`src/rtl/mem_arb_pkg.sv`:
```
// ---------------------------------------------------------------------------
// mem_arb_pkg
//   Shared types and constants for the memory port arbiter.
//   - STAT_W     : width of every statistics counter
//   - IDX_MAX_W  : storage width of a requester index in an in-flight entry
//                  (supports up to 256 requesters)
//   - idx_w()    : index width needed to encode a requester number
//   - inflight_t : one stage of the response routing pipeline
//   Optional statistics are enabled with the macro MEM_ARB_STATS_EN
//   (consumed by mem_port_arbiter).
// ---------------------------------------------------------------------------
package mem_arb_pkg;

  localparam int STAT_W    = 32;
  localparam int IDX_MAX_W = 8;

  // Width of an encoded requester index; never narrower than one bit.
  function automatic int idx_w(input int n);
    return (n <= 2) ? 1 : $clog2(n);
  endfunction

  // A response slot: valid marks a granted access, idx names its requester.
  typedef struct packed {
    logic                 valid;
    logic [IDX_MAX_W-1:0] idx;
  } inflight_t;

endpackage

```
`src/rtl/mem_port_arbiter_rr_picker.sv`:
```
// ---------------------------------------------------------------------------
// rr_picker
//   Combinational round-robin selector. Scans requesters starting at ptr_i
//   and wrapping modulo NUM_REQ; the first one with its request bit set wins.
//   Ports:
//     req_i   in  NUM_REQ  eligible requests
//     ptr_i   in  IDX_W    highest-priority requester this cycle
//     gnt_o   out NUM_REQ  one-hot winner (all zero if no request)
//     idx_o   out IDX_W    encoded winner
//     valid_o out 1        a winner exists
// ---------------------------------------------------------------------------
module rr_picker
  import mem_arb_pkg::*;
#(
  parameter int NUM_REQ = 3,
  parameter int IDX_W   = 2
) (
  input  logic [NUM_REQ-1:0] req_i,
  input  logic [IDX_W-1:0]   ptr_i,
  output logic [NUM_REQ-1:0] gnt_o,
  output logic [IDX_W-1:0]   idx_o,
  output logic               valid_o
);

  int               cand;
  logic [IDX_W-1:0] cand_idx;

  // Walk offsets from farthest to nearest so the requester closest to the
  // pointer overwrites any later candidate and ends up as the winner.
  always_comb begin
    idx_o    = '0;
    valid_o  = 1'b0;
    cand     = 0;
    cand_idx = '0;
    for (int off = NUM_REQ - 1; off >= 0; off--) begin
      cand     = (int'(ptr_i) + off) % NUM_REQ;
      cand_idx = IDX_W'(cand);
      if (req_i[cand_idx]) begin
        valid_o = 1'b1;
        idx_o   = cand_idx;
      end
    end
    gnt_o = valid_o ? (NUM_REQ'(1) << idx_o) : '0;
  end

endmodule

```
`src/rtl/mem_port_arbiter.sv`:
```
// ---------------------------------------------------------------------------
// mem_port_arbiter
//   Round-robin arbiter sharing one single-port RAM between NUM_REQ
//   requesters. At most one access is issued per cycle; read data (and write
//   acknowledges) are routed back to the issuing requester exactly
//   RAM_LATENCY cycles after the grant through an in-flight index pipeline.
//   Ports:
//     clk_i, rst_ni        clock, asynchronous active-low reset
//     req_i/we_i           per-requester request and write enable
//     addr_i/wdata_i/be_i  packed per-requester payload (slice i = requester i)
//     gnt_o                one-hot grant (combinational, same cycle)
//     rvalid_o             one-hot response valid
//     rdata_o              response data, broadcast; 0 when no response
//     mem_ready_i          RAM accepts an access this cycle
//     mem_req_o/we/addr/wdata/be  RAM access of the winner (0 when idle)
//     mem_rdata_i          RAM read data
//   Optional (macro MEM_ARB_STATS_EN):
//     stat_gnt_cnt_o       per-requester saturating grant counters
//     stat_conflict_cnt_o  saturating count of cycles with >=2 requests
//                          while the RAM was ready
// ---------------------------------------------------------------------------
module mem_port_arbiter
  import mem_arb_pkg::*;
#(
  parameter int NUM_REQ     = 3,
  parameter int ADDR_WIDTH  = 64,
  parameter int DATA_WIDTH  = 64,
  parameter int RAM_LATENCY = 1
) (
  input  logic                           clk_i,
  input  logic                           rst_ni,
  input  logic [NUM_REQ-1:0]             req_i,
  input  logic [NUM_REQ-1:0]             we_i,
  input  logic [NUM_REQ*ADDR_WIDTH-1:0]  addr_i,
  input  logic [NUM_REQ*DATA_WIDTH-1:0]  wdata_i,
  input  logic [NUM_REQ*DATA_WIDTH/8-1:0] be_i,
  output logic [NUM_REQ-1:0]             gnt_o,
  output logic [NUM_REQ-1:0]             rvalid_o,
  output logic [DATA_WIDTH-1:0]          rdata_o,
  input  logic                           mem_ready_i,
  output logic                           mem_req_o,
  output logic                           mem_we_o,
  output logic [ADDR_WIDTH-1:0]          mem_addr_o,
  output logic [DATA_WIDTH-1:0]          mem_wdata_o,
  output logic [DATA_WIDTH/8-1:0]        mem_be_o,
  input  logic [DATA_WIDTH-1:0]          mem_rdata_i
`ifdef MEM_ARB_STATS_EN
  ,
  output logic [NUM_REQ*STAT_W-1:0]      stat_gnt_cnt_o,
  output logic [STAT_W-1:0]              stat_conflict_cnt_o
`endif
);

  localparam int IDX_W = idx_w(NUM_REQ);
  localparam int BE_W  = DATA_WIDTH / 8;

  // -------------------------------------------------------------------------
  // Unpack per-requester payload slices
  // -------------------------------------------------------------------------
  logic [ADDR_WIDTH-1:0] addr_arr  [NUM_REQ];
  logic [DATA_WIDTH-1:0] wdata_arr [NUM_REQ];
  logic [BE_W-1:0]       be_arr    [NUM_REQ];

  for (genvar gi = 0; gi < NUM_REQ; gi++) begin : g_unpack
    assign addr_arr[gi]  = addr_i[gi*ADDR_WIDTH +: ADDR_WIDTH];
    assign wdata_arr[gi] = wdata_i[gi*DATA_WIDTH +: DATA_WIDTH];
    assign be_arr[gi]    = be_i[gi*BE_W +: BE_W];
  end

  // -------------------------------------------------------------------------
  // Arbitration
  // -------------------------------------------------------------------------
  logic [IDX_W-1:0]   ptr_q, ptr_d;
  logic [NUM_REQ-1:0] req_elig;
  logic [NUM_REQ-1:0] gnt_oh;
  logic [IDX_W-1:0]   gnt_idx;
  logic               gnt_valid;

  // A not-ready RAM simply hides every request from the picker, so no grant
  // is issued and the pointer holds.
  assign req_elig = req_i & {NUM_REQ{mem_ready_i}};

  rr_picker #(
    .NUM_REQ (NUM_REQ),
    .IDX_W   (IDX_W)
  ) u_rr_picker (
    .req_i   (req_elig),
    .ptr_i   (ptr_q),
    .gnt_o   (gnt_oh),
    .idx_o   (gnt_idx),
    .valid_o (gnt_valid)
  );

  assign gnt_o = gnt_oh;

  always_comb begin
    mem_req_o   = 1'b0;
    mem_we_o    = 1'b0;
    mem_addr_o  = '0;
    mem_wdata_o = '0;
    mem_be_o    = '0;
    if (gnt_valid) begin
      mem_req_o   = 1'b1;
      mem_we_o    = we_i[gnt_idx];
      mem_addr_o  = addr_arr[gnt_idx];
      mem_wdata_o = wdata_arr[gnt_idx];
      mem_be_o    = be_arr[gnt_idx];
    end
  end

  // The winner drops to lowest priority for the next cycle.
  always_comb begin
    ptr_d = ptr_q;
    if (gnt_valid) begin
      ptr_d = (gnt_idx == IDX_W'(NUM_REQ - 1)) ? '0 : IDX_W'(gnt_idx + 1'b1);
    end
  end

  always_ff @(posedge clk_i or negedge rst_ni) begin
    if (!rst_ni) begin
      ptr_q <= '0;
    end else begin
      ptr_q <= ptr_d;
    end
  end

  // -------------------------------------------------------------------------
  // Response routing pipeline: stage 0 captures this cycle's grant, the last
  // stage lines up with mem_rdata_i. It never stalls.
  // -------------------------------------------------------------------------
  inflight_t pipe_q [RAM_LATENCY];
  inflight_t pipe_d [RAM_LATENCY];
  inflight_t head;

  always_comb begin
    pipe_d[0].valid = gnt_valid;
    pipe_d[0].idx   = IDX_MAX_W'(gnt_idx);
    for (int s = 1; s < RAM_LATENCY; s++) begin
      pipe_d[s] = pipe_q[s-1];
    end
  end

  always_ff @(posedge clk_i or negedge rst_ni) begin
    if (!rst_ni) begin
      for (int s = 0; s < RAM_LATENCY; s++) begin
        pipe_q[s] <= '0;
      end
    end else begin
      for (int s = 0; s < RAM_LATENCY; s++) begin
        pipe_q[s] <= pipe_d[s];
      end
    end
  end

  assign head = pipe_q[RAM_LATENCY-1];

  always_comb begin
    rvalid_o = '0;
    rdata_o  = '0;
    if (head.valid) begin
      rvalid_o = NUM_REQ'(1) << head.idx;
      rdata_o  = mem_rdata_i;
    end
  end

  // -------------------------------------------------------------------------
  // Optional statistics
  // -------------------------------------------------------------------------
`ifdef MEM_ARB_STATS_EN
  for (genvar gi = 0; gi < NUM_REQ; gi++) begin : g_gnt_cnt
    logic [STAT_W-1:0] cnt_q, cnt_d;

    always_comb begin
      cnt_d = cnt_q;
      if (gnt_oh[gi] && (cnt_q != '1)) begin
        cnt_d = cnt_q + STAT_W'(1);
      end
    end

    always_ff @(posedge clk_i or negedge rst_ni) begin
      if (!rst_ni) begin
        cnt_q <= '0;
      end else begin
        cnt_q <= cnt_d;
      end
    end

    assign stat_gnt_cnt_o[gi*STAT_W +: STAT_W] = cnt_q;
  end

  logic              multi_req;
  logic [STAT_W-1:0] conflict_cnt_q, conflict_cnt_d;

  // Clearing the lowest set bit leaves something only if two or more are set.
  assign multi_req = mem_ready_i && ((req_i & (req_i - NUM_REQ'(1))) != '0);

  always_comb begin
    conflict_cnt_d = conflict_cnt_q;
    if (multi_req && (conflict_cnt_q != '1)) begin
      conflict_cnt_d = conflict_cnt_q + STAT_W'(1);
    end
  end

  always_ff @(posedge clk_i or negedge rst_ni) begin
    if (!rst_ni) begin
      conflict_cnt_q <= '0;
    end else begin
      conflict_cnt_q <= conflict_cnt_d;
    end
  end

  assign stat_conflict_cnt_o = conflict_cnt_q;
`endif

endmodule
```
`config.mk`:
```
export PLATFORM = sky130hd
export DESIGN_NAME = mem_port_arbiter
export DESIGN_NICKNAME = d
export VERILOG_FILES = /design/src/rtl/mem_arb_pkg.sv /design/src/rtl/mem_port_arbiter_rr_picker.sv /design/src/rtl/mem_port_arbiter.sv
export SDC_FILE = /design/constraint.sdc
export NUM_CORES = 1
export LEC_CHECK = 0
export CAP_MARGIN = 20
export CORE_AREA = 2 2 271 273
export CTS_BUF_LIST = sky130_fd_sc_hd__clkbuf_8 sky130_fd_sc_hd__clkbuf_16
export DETAILED_ROUTE_END_ITERATION = 7
export DIE_AREA = 0 0 273 275
export PLACE_DENSITY_LB_ADDON = 0.08
export SETUP_SLACK_MARGIN = 0.05
export SYNTH_ARGS = -nofsm -noshare
export SYNTH_HDL_FRONTEND = slang
export SYNTH_SLANG_ARGS = --single-unit
```
`constraint.sdc`:
```
create_clock -name clk_i -period 2.8 [get_ports clk_i]
set_input_delay 0.56 -clock clk_i [delete_from_list [all_inputs] [get_ports clk_i]]
set_output_delay 0.56 -clock clk_i [all_outputs]
set_load 0.02 [all_outputs]
```
==> metrics.log, run 1 <==
[metrics] outcome: finished with violations
[metrics] violations in the final reports: negative setup slack
[metrics] transition time at the pin with the least slew margin: 0.360 ns
[metrics] RR Startpoint: ptr_q[1]
[metrics] hold_ws: ~0.57 ns
[metrics] EDFF count, synth: 0
[metrics] maximum clock path buffer count: 2
[metrics] Design Area, Final: between 10000 and 15000 µm²
[metrics] Max-slew headroom: 75.9%
[metrics] count of H-tree levels built during CTS: 1
[metrics] Final Hold Violating Endpoints: 0
[metrics] data required time of the critical path: approximately 2.2 ns
[metrics] height of the die: approximately 280 µm
[metrics] share of synthesized area occupied by flip-flops and latches: between 3 and 4%
[metrics] reported max-cap violation count: 0
[metrics] data arrival time of the critical path: between 2 and 3 ns
[metrics] final core utilization: about 18%
[metrics] Cell Count Post-Placement: ~2200
[metrics] post-synthesis net count: around 1100
[metrics] crit-path max FO: 7
[metrics] Cell Area, Synth: ~3600 µm²
[metrics] most common cell after layout, fill and taps aside: sky130_fd_sc_hd__clkdlybuf4s50_1
[metrics] CTS sink cnt: 5
[metrics] number of standard cells in the layout, taps in and fillers out: approximately 2300
[metrics] leakage power summed over all cells: 5.01 nW
[metrics] ports placed on the boundary: between 600 and 700
[metrics] logic depth of the worst setup path including buffers: 11
[metrics] post-layout net count: ~1800
[metrics] via count of the first global-routing pass: 7570
[metrics] cell area after placement: ~12000 µm²
[metrics] leftover overflow at the end of global routing: 0
[metrics] CP Launch Point: ptr_q[1]
[metrics] count of final max-slew check failures: 0
[metrics] TritonCTS clock tree: done
[metrics] Routed Antenna Nets: 0
[metrics] post-CTS clock slew at the launch and capture registers of the worst setup and hold paths: 0.03 ns
[metrics] starting DRC count in detailed routing: 165
[metrics] startpoint type of the worst setup path: register
[metrics] most used cells in the layout excluding fill and tap cells: sky130_fd_sc_hd__clkdlybuf4s50_1, sky130_fd_sc_hd__nand2_1, sky130_fd_sc_hd__buf_4
[metrics] largest net degree at the start of global routing: 68
[metrics] slack of the critical path: -0.269 ns
[metrics] via density per instance: 3.23
[metrics] area overhead of the layout relative to synthesis: 258%
[metrics] maximum clock skew at final layout: 0.000133 ns
[metrics] Max stage delay on crit path: between 0.4 and 0.5 ns
[metrics] power density cells: roughly 860 nW/µm²
[metrics] DR vias: approximately 7400
[metrics] Buf/Inv on CP: 5
[metrics] FP Rows: 99
[metrics] flops & latches, synth: 5
[metrics] aggregate negative setup slack: -24.17 ns
[metrics] mean routed wirelength per cell: 19.8 µm
[metrics] Die Outline Area: around 75000 µm²
[metrics] depth of the worst register-to-register path: 8
[metrics] path type of the worst setup path: reg2out
[metrics] RSZ-0062 raised after global routing: yes
[metrics] final weighted congestion of routability-driven global placement: 0.773
[metrics] Final Routed Wirelength: roughly 45000 µm
[metrics] predominant post-synthesis flop cell: sky130_fd_sc_hd__dfrtp_1
[metrics] endpoint of the most critical register-to-register path: ptr_q[0]
[metrics] largest vdd supply drop: 0.000361 V
[metrics] shortest clock period the worst path allows after layout: slightly above 3 ns
[metrics] cells after synthesis: about 590
[metrics] cell at the root of the clock tree: sky130_fd_sc_hd__clkbuf_16
[metrics] kind of cell adding the most delay to the critical path: buffers and inverters
[metrics] initial cell density of the core: 5.03%
[metrics] Power, Total: roughly 11 mW
[metrics] Synth Warn #: 0
[metrics] initial antenna violation count: 11
[metrics] Async S/R FF share, synth: 100%
[metrics] total global routing track utilization: 10.7%
[metrics] final period utilization: 110%
[metrics] slowest CP cell: sky130_fd_sc_hd__dfrtp_1
[metrics] number of buffers added by the clock tree synthesis step: 3
[metrics] endpoint of the worst setup timing path: mem_wdata_o[27]
[metrics] Post-Synthesis Mean Instance Area: roughly 6.2 µm²
[metrics] Worst path most repeated cell: sky130_fd_sc_hd__buf_12
[metrics] layout cells sized above 1: 29.0%
[metrics] reg-to-reg slack, setup: 0.92 ns
[metrics] chip width: 273 µm
[metrics] minimum setup slack after placement: -0.912 ns
[metrics] buffers added on ports: just under 700
[metrics] number of different library cells in the post-synthesis netlist: 34
[metrics] global-route wire length before repair: 57700 µm
[metrics] Max Fclk: about 0.33 GHz
[metrics] critical path endpoint category: output port
[metrics] iteration count of the initial detailed-routing pass: 4
[metrics] cells along the critical path: ha_4, buf_6, a21oi_4, a221oi_4, a211oi_2, or2_4, buf_12, buf_12, buf_12, o21ai_4, buf_6
[metrics] clock insertion delay at the later pin of the skew report: between 0.2 and 0.25 ns
[metrics] core box area: 72300 µm²
[metrics] type of the tightest min-delay check: in2async
[metrics] setup violation total in the final timing report: 138
[metrics] detailed-placement wirelength estimate: ~38000 µm
[metrics] Post-route DRC: 0
==> kinds of logic after synthesis <==
group	synth area share (%)
compound gates	55.5
simple gates	27.1
buf+inv	12.7
flops	3.44
fa+ha+maj	0.997
mux	0.275
==> timing repair <==
action                                  in CTS  in global routing
endpoints found under the hold margin        0                  0
resized for setup                          426                326
endpoints found under the setup margin     139                139
pin swaps                                    5                 22
hold buffers                                 0                  0
gates cloned                                 1                  4
setup buffers                                2                 11
==> where the power goes <==
group	internal [mW]	switching (mW)	total [mW]
sequential	0.101	0.0248	0.126
combinational	5.14	5.75	10.9
clock	0.185	0.0443	0.229
==> worst register-to-register path: cells and delay by family, from the launching register on <==
kind	cells	cell delay [ns]
muxes	1	0.26
buffers and inverters	3	0.50
AOI/OAI and AO/OA	3	0.38
DFF	1	0.41
adders and majority gates	1	0.20
==> how the worst min path moves through the flow <==
stage,start,endpoint,depth (start not counted)
global placement,ptr_q[0],ptr_q[0],2
global route,rst_ni,head[0],1
finish,rst_ni,ptr_q[0],1
detailed placement,ptr_q[0],ptr_q[0],2
CTS,rst_ni,head[0],1
floorplan,rst_ni,head[0],0
==> layer usage <==
metal  vias up  routed length (µm)  global-route usage [%]
met5         -                  39                       0
met4         6                 269                    1.31
met3        14                4570                    4.38
met2       383               24500                    20.9
met1      3353               15600                    10.7
li1       3601                   -                       -
==> sequential cells by signal (all words and copies together) (netlist names) <==
register	flops
head	3
ptr_q	2
==> final cells by class <==
| type | count | area, µm² |
|---|---|---|
| diodes | 8 | 20.0 |
| clock buffers | 3 | 75.1 |
| clock inverters | 1 | 3.75 |
| fillers | 8174 | 59300 |
| inverters | 10 | 45.0 |
| multi-input cells | 503 | 3620 |
| flip-flops and latches | 5 | 125 |
| well taps | 959 | 1200 |
| repair buffers | 787 | 7950 |
==> cell usage after synthesis, types with 4 or more instances <==
cell type / number / area share, %
sky130_fd_sc_hd__inv_1: 9 / 0.93
sky130_fd_sc_hd__a21oi_1: 4 / 0.55
sky130_fd_sc_hd__o21ai_0: 18 / 2.5
sky130_fd_sc_hd__dfrtp_1: 5 / 3.4
sky130_fd_sc_hd__clkbuf_1: 25 / 2.6
sky130_fd_sc_hd__o21ai_2: 51 / 12
sky130_fd_sc_hd__buf_2: 26 / 3.6
sky130_fd_sc_hd__o21ai_1: 70 / 9.6
sky130_fd_sc_hd__nand2_1: 136 / 14
sky130_fd_sc_hd__a22oi_1: 137 / 28
sky130_fd_sc_hd__buf_6: 16 / 5.0
sky130_fd_sc_hd__and2_1: 64 / 11
No activity file was read; power rests on OpenSTA's default activity.
==> run 2: changes to the inputs <==
- ABC_AREA: default -> 1
- CORE_AREA: 2 2 271 273 -> 2 2 267 269
- DIE_AREA: 0 0 273 275 -> 0 0 269 271
==> run 2 against run 1 <==
The run still ends with negative setup slack left. First-iteration DRC count grew 88%. Setup slack gained 0.014 ns. Fmax grew 0.47%. Largest cell class unchanged. Critical path type unchanged. Non-clock buffer count rose by 123. Largest power group unchanged. Clock skew is 0.0029 ns higher. Critical endpoint is now mem_wdata_o[15]. Sequential power grew 14%.
==> metrics.log, run 2 <==
[metrics] proportion of total power due to net switching: 49.5% (was 51.8%)
[metrics] hold_ws: 0.562 ns (was 0.567 ns)
[metrics] synth top area cells: sky130_fd_sc_hd__nand2_1, sky130_fd_sc_hd__nand3_1, sky130_fd_sc_hd__inv_1 (was sky130_fd_sc_hd__a22oi_1, sky130_fd_sc_hd__nand2_1, sky130_fd_sc_hd__o21ai_2)
[metrics] number of different library cells in the post-synthesis netlist: 18 (was 34)
[metrics] mean routed wirelength per cell: 18.7 µm (was 19.8 µm)
[metrics] reported max-cap violation count: 0 (unchanged)
[metrics] critical path endpoint category: output port (unchanged)
[metrics] initial antenna violation count: 14 (was 11)
[metrics] Storage cell area: 126 µm² (was 125 µm²)
[metrics] internal portion of total power: 15.9 mW (was 5.42 mW)
[metrics] clock insertion delay at the later pin of the skew report: 0.23 ns (about the same)
[metrics] Max-slew headroom: 81.6% (was 75.9%)
[metrics] layout cells sized above 1: 37.1% (was 29.0%)
[metrics] setup violation total in the final timing report: 138 (unchanged)
[metrics] cell area after placement: 13400 µm² (was 12200 µm²)
[metrics] cells after synthesis: 1095 (was 588)
[metrics] initial cell density of the core: 6.78% (was 5.03%)
[metrics] list of most frequent post-synthesis cells: sky130_fd_sc_hd__nand2_1, sky130_fd_sc_hd__nand3_1, sky130_fd_sc_hd__inv_1, sky130_fd_sc_hd__buf_2, sky130_fd_sc_hd__buf_4 (was sky130_fd_sc_hd__a22oi_1, sky130_fd_sc_hd__nand2_1, sky130_fd_sc_hd__o21ai_1, sky130_fd_sc_hd__and2_1, sky130_fd_sc_hd__o21ai_2)
[metrics] routed wire length on met3: 3310 µm (was 4570 µm)
[metrics] CTS sink cnt: 5 (unchanged)
[metrics] data required time of the critical path: 2.24 ns (about the same)
[metrics] clock network fraction of design power: 0.7% (was 2.0%)
[metrics] fillcell total: 7849 (was 8174)
[metrics] RSZ-0062 raised after global routing: yes (unchanged)
[metrics] Simple-Gate Fraction of Synth Area: 70.4% (was 27.1%)
[metrics] fraction of the mapped netlist area in adder cells: 0.529% (was 0.997%)
[metrics] top routing layer in use: met5 (unchanged)
[metrics] WL met2: 30100 µm (was 24500 µm)
[metrics] area overhead of the layout relative to synthesis: 267% (was 258%)
[metrics] total global routing track utilization: 13.2% (was 10.7%)
[metrics] Design Area, Final: 17400 µm² (was 13000 µm²)
[metrics] chip width: 269 µm (was 273 µm)
[metrics] count of final max-slew check failures: 0 (unchanged)
[metrics] violations in the final reports: negative setup slack (unchanged)
[metrics] flops & latches, synth: 5 (unchanged)
[metrics] DR vias: 9983 (was 7357)
[metrics] shortest clock period the worst path allows after layout: 3.05 ns (was 3.07 ns)
[metrics] FP Rows: 97 (was 99)
[metrics] Max Fclk: 0.327 GHz (was 0.326 GHz)
[metrics] final period utilization: 109% (was 110%)
[metrics] Post-route DRC: 0 (unchanged)
[metrics] sequential share of power: 0.5% (was 1.1%)
[metrics] global-route wire length before repair: 70000 µm (was 57700 µm)
[metrics] slack of the critical path: -0.254 ns (was -0.269 ns)
[metrics] proportion of netlist area held by the largest area contributor: 39.4% (was 28.3%)
[metrics] maximum clock skew at final layout: 0.00302 ns (was 0.000133 ns)
[metrics] largest net degree at the start of global routing: 66 (was 68)
[metrics] Cell Area, Synth: 4730 µm² (was 3640 µm²)
[metrics] post-route met1 wirelength: 19900 µm (was 15600 µm)
[metrics] cells along the critical path: ha_4, inv_4, nor2_2, nand2_1, nand2_1, nand2_2, a21oi_4, buf_6, nor2_4, buf_12, buf_16, buf_8, buf_4, nand3_4, nand2_2, buf_6 (was ha_4, buf_6, a21oi_4, a221oi_4, a211oi_2, or2_4, buf_12, buf_12, buf_12, o21ai_4, buf_6)
[metrics] top cell type by total area after synthesis: sky130_fd_sc_hd__nand2_1 (was sky130_fd_sc_hd__a22oi_1)
[metrics] detailed-placement wirelength estimate: 39500 µm (was 37700 µm)
[metrics] minimum setup slack after placement: -0.877 ns (was -0.912 ns)
[metrics] Synth Warn #: 0 (unchanged)
[metrics] height of the die: 271 µm (was 275 µm)
[metrics] share of synthesized area occupied by flip-flops and latches: 2.65% (was 3.44%)
[metrics] predominant post-synthesis flop cell: sky130_fd_sc_hd__dfrtp_1 (unchanged)
[metrics] most common cell after layout, fill and taps aside: sky130_fd_sc_hd__clkdlybuf4s50_1 (unchanged)
[metrics] share of cell area taken by muxes after synthesis: 0% (was 0.275%)
[metrics] parity-gate share of the synthesized area counting xor and xnor cells: 0% (unchanged)
[metrics] buffers added on ports: 688 (unchanged)
[metrics] CP Launch Point: ptr_q[1] (unchanged)
[metrics] dominant combinational cell family by area after synthesis: simple AND/OR/NAND/NOR gates (was compound AO/OA/AOI/OAI gates)
[metrics] iteration count of the initial detailed-routing pass: 4 (unchanged)
[metrics] startpoint type of the worst setup path: register (unchanged)
[metrics] library cell with the highest instance count after synthesis: sky130_fd_sc_hd__nand2_1 (was sky130_fd_sc_hd__a22oi_1)
[metrics] transition time at the pin with the least slew margin: 0.275 ns (was 0.360 ns)
[metrics] final weighted congestion of routability-driven global placement: 0.798 (was 0.773)
[metrics] core box area: 69800 µm² (was 72300 µm²)
[metrics] ports placed on the boundary: 689 (unchanged)
[metrics] largest vdd supply drop: 0.000744 V (was 0.000361 V)
[metrics] starting DRC count in detailed routing: 310 (was 165)
[metrics] Post-Synthesis Mean Instance Area: 4.32 µm² (was 6.19 µm²)
[metrics] EDFF count, synth: 0 (unchanged)
[metrics] leakage power summed over all cells: 8.24 nW (was 5.01 nW)
[metrics] Async S/R FF share, synth: 100% (unchanged)
[metrics] via density per instance: 3.47 (was 3.23)
[metrics] number of buffers added by the clock tree synthesis step: 3 (unchanged)
[metrics] Routed Antenna Nets: 0 (unchanged)
[metrics] slowest CP cell: sky130_fd_sc_hd__dfrtp_1 (unchanged)
[metrics] Die Outline Area: 72900 µm² (was 75100 µm²)
[metrics] leftover overflow at the end of global routing: 0 (unchanged)
[metrics] fraction of power consumed by combinational cells: 98.8% (was 96.8%)
[metrics] area taken by multi-input logic gates: 4850 µm² (was 3620 µm²)
[metrics] data arrival time of the critical path: 2.49 ns (was 2.51 ns)
[metrics] maximum clock path buffer count: 2 (unchanged)
[metrics] via count of the first global-routing pass: 9966 (was 7570)
[metrics] cell at the root of the clock tree: sky130_fd_sc_hd__clkbuf_16 (unchanged)
[metrics] number of flip-flops under the largest register name: 3 (unchanged)
[metrics] post-synthesis compound-gate area fraction: 0.503% (was 55.5%)
[metrics] post-layout net count: 2412 (was 1793)
[metrics] RR Startpoint: ptr_q[0] (was ptr_q[1])
[metrics] path type of the worst setup path: reg2out (unchanged)
[metrics] Max stage delay on crit path: 0.41 ns (about the same)
[metrics] post-synthesis net count: 1578 (was 1071)
[metrics] crit-path max FO: 6 (was 7)
[metrics] outcome: finished with violations (unchanged)
[metrics] TritonCTS clock tree: done (unchanged)
[metrics] count of H-tree levels built during CTS: 1 (unchanged)
[metrics] Switch Pwr: 15.6 mW (was 5.82 mW)
[metrics] Final Routed Wirelength: 53900 µm (was 45000 µm)
[metrics] type of the tightest min-delay check: in2async (unchanged)
[metrics] power density cells: 1810 nW/µm² (was 862 nW/µm²)
[metrics] post-CTS clock slew at the launch and capture registers of the worst setup and hold paths: 0.04 ns (was 0.03 ns)
[metrics] most used cells in the layout excluding fill and tap cells: sky130_fd_sc_hd__clkdlybuf4s50_1, sky130_fd_sc_hd__nand2_1, sky130_fd_sc_hd__buf_6 (was sky130_fd_sc_hd__clkdlybuf4s50_1, sky130_fd_sc_hd__nand2_1, sky130_fd_sc_hd__buf_4)
[metrics] Final Hold Violating Endpoints: 0 (unchanged)
run 2: logic make-up (layout without fill, tap and decap cells):
family | after synthesis | after routing
buffers and inverters | 295 | 1127
and+or+nand+nor | 789 | 790
DFF | 5 | 5
AOI/OAI and AO/OA | 4 | 4
other | 0 | 8
adders and majority gates | 2 | 2
run 2: worst paths after layout:
kind                                   end  slack, ns  cells past startpoint
max                        mem_wdata_o[15]      -0.25                     16
min                               ptr_q[0]       0.56                      1
max reg2reg                       ptr_q[0]      -0.05                     21
min reg2reg                       ptr_q[0]       0.75                      4
max in group asynchronous          head[8]       2.02                      1
min in group clk_i                ptr_q[0]       0.75                      4
run 2: power by group through the flow:
stage          registers (mW)  logic, mW  clock network, mW
2_1_floorplan           0.129       9.51                  0
3_3_place_gp            0.141       20.8                  0
3_5_place_dp            0.140       20.6                  0
4_1_cts                 0.146       27.2              0.234
5_1_grt                 0.149       33.2              0.239
6_report                0.144       31.1              0.232
run 2: through the flow:
step           setup TNS [ns]  utilization [%]  std cells  power [mW]
6_report               -19.19             24.9       2876        31.5
5_1_grt                -34.20             24.9       2876        33.6
4_1_cts                -28.23             22.2       2826        27.6
3_5_place_dp          -102.73             19.2       2730        20.7
3_3_place_gp          -103.04             19.2       2730        20.9
2_1_floorplan               0                -       1095        9.64
run 2: final cells by class:
| cell class | instances | area share (%) |
|---|---|---|
| repair buffers | 910 | 59.4 |
| diodes | 8 | 0.115 |
| well taps | 940 | 6.77 |
| clock inverters | 1 | 0.0216 |
| clock buffers | 3 | 0.432 |
| flip-flops and latches | 5 | 0.728 |
| multi-input cells | 796 | 27.9 |
| inverters | 213 | 4.68 |
run 2: repair_timing:
| action | CTS | global route |
|---|---|---|
| resized for setup | 821 | 453 |
| hold buffers | 0 | 0 |
| setup endpoints to repair | 141 | 141 |
| setup buffers | 75 | 34 |
| hold endpoints to repair | 0 | 0 |
| pin swaps | 79 | 140 |
| gates cloned | 19 | 18 |
run 2: layer usage:
metal / vias to the layer above / global-route usage, %
li1: 4984 / -
met4: 10 / 1.75
met2: 344 / 26.4
met1: 4611 / 14.2
met3: 34 / 2.63
met5: - / 0
run 2: worst max-delay path, delay by kind of cell (launching register included):
| kind | cells | cell delay (ns) |
|---|---|---|
| buffers and inverters | 7 | 0.88 |
| AND/OR/NAND/NOR | 7 | 0.42 |
| flip-flops | 1 | 0.41 |
| adder cells (fa/ha/maj) | 1 | 0.33 |
| AO/OA/AOI/OAI | 1 | 0.21 |
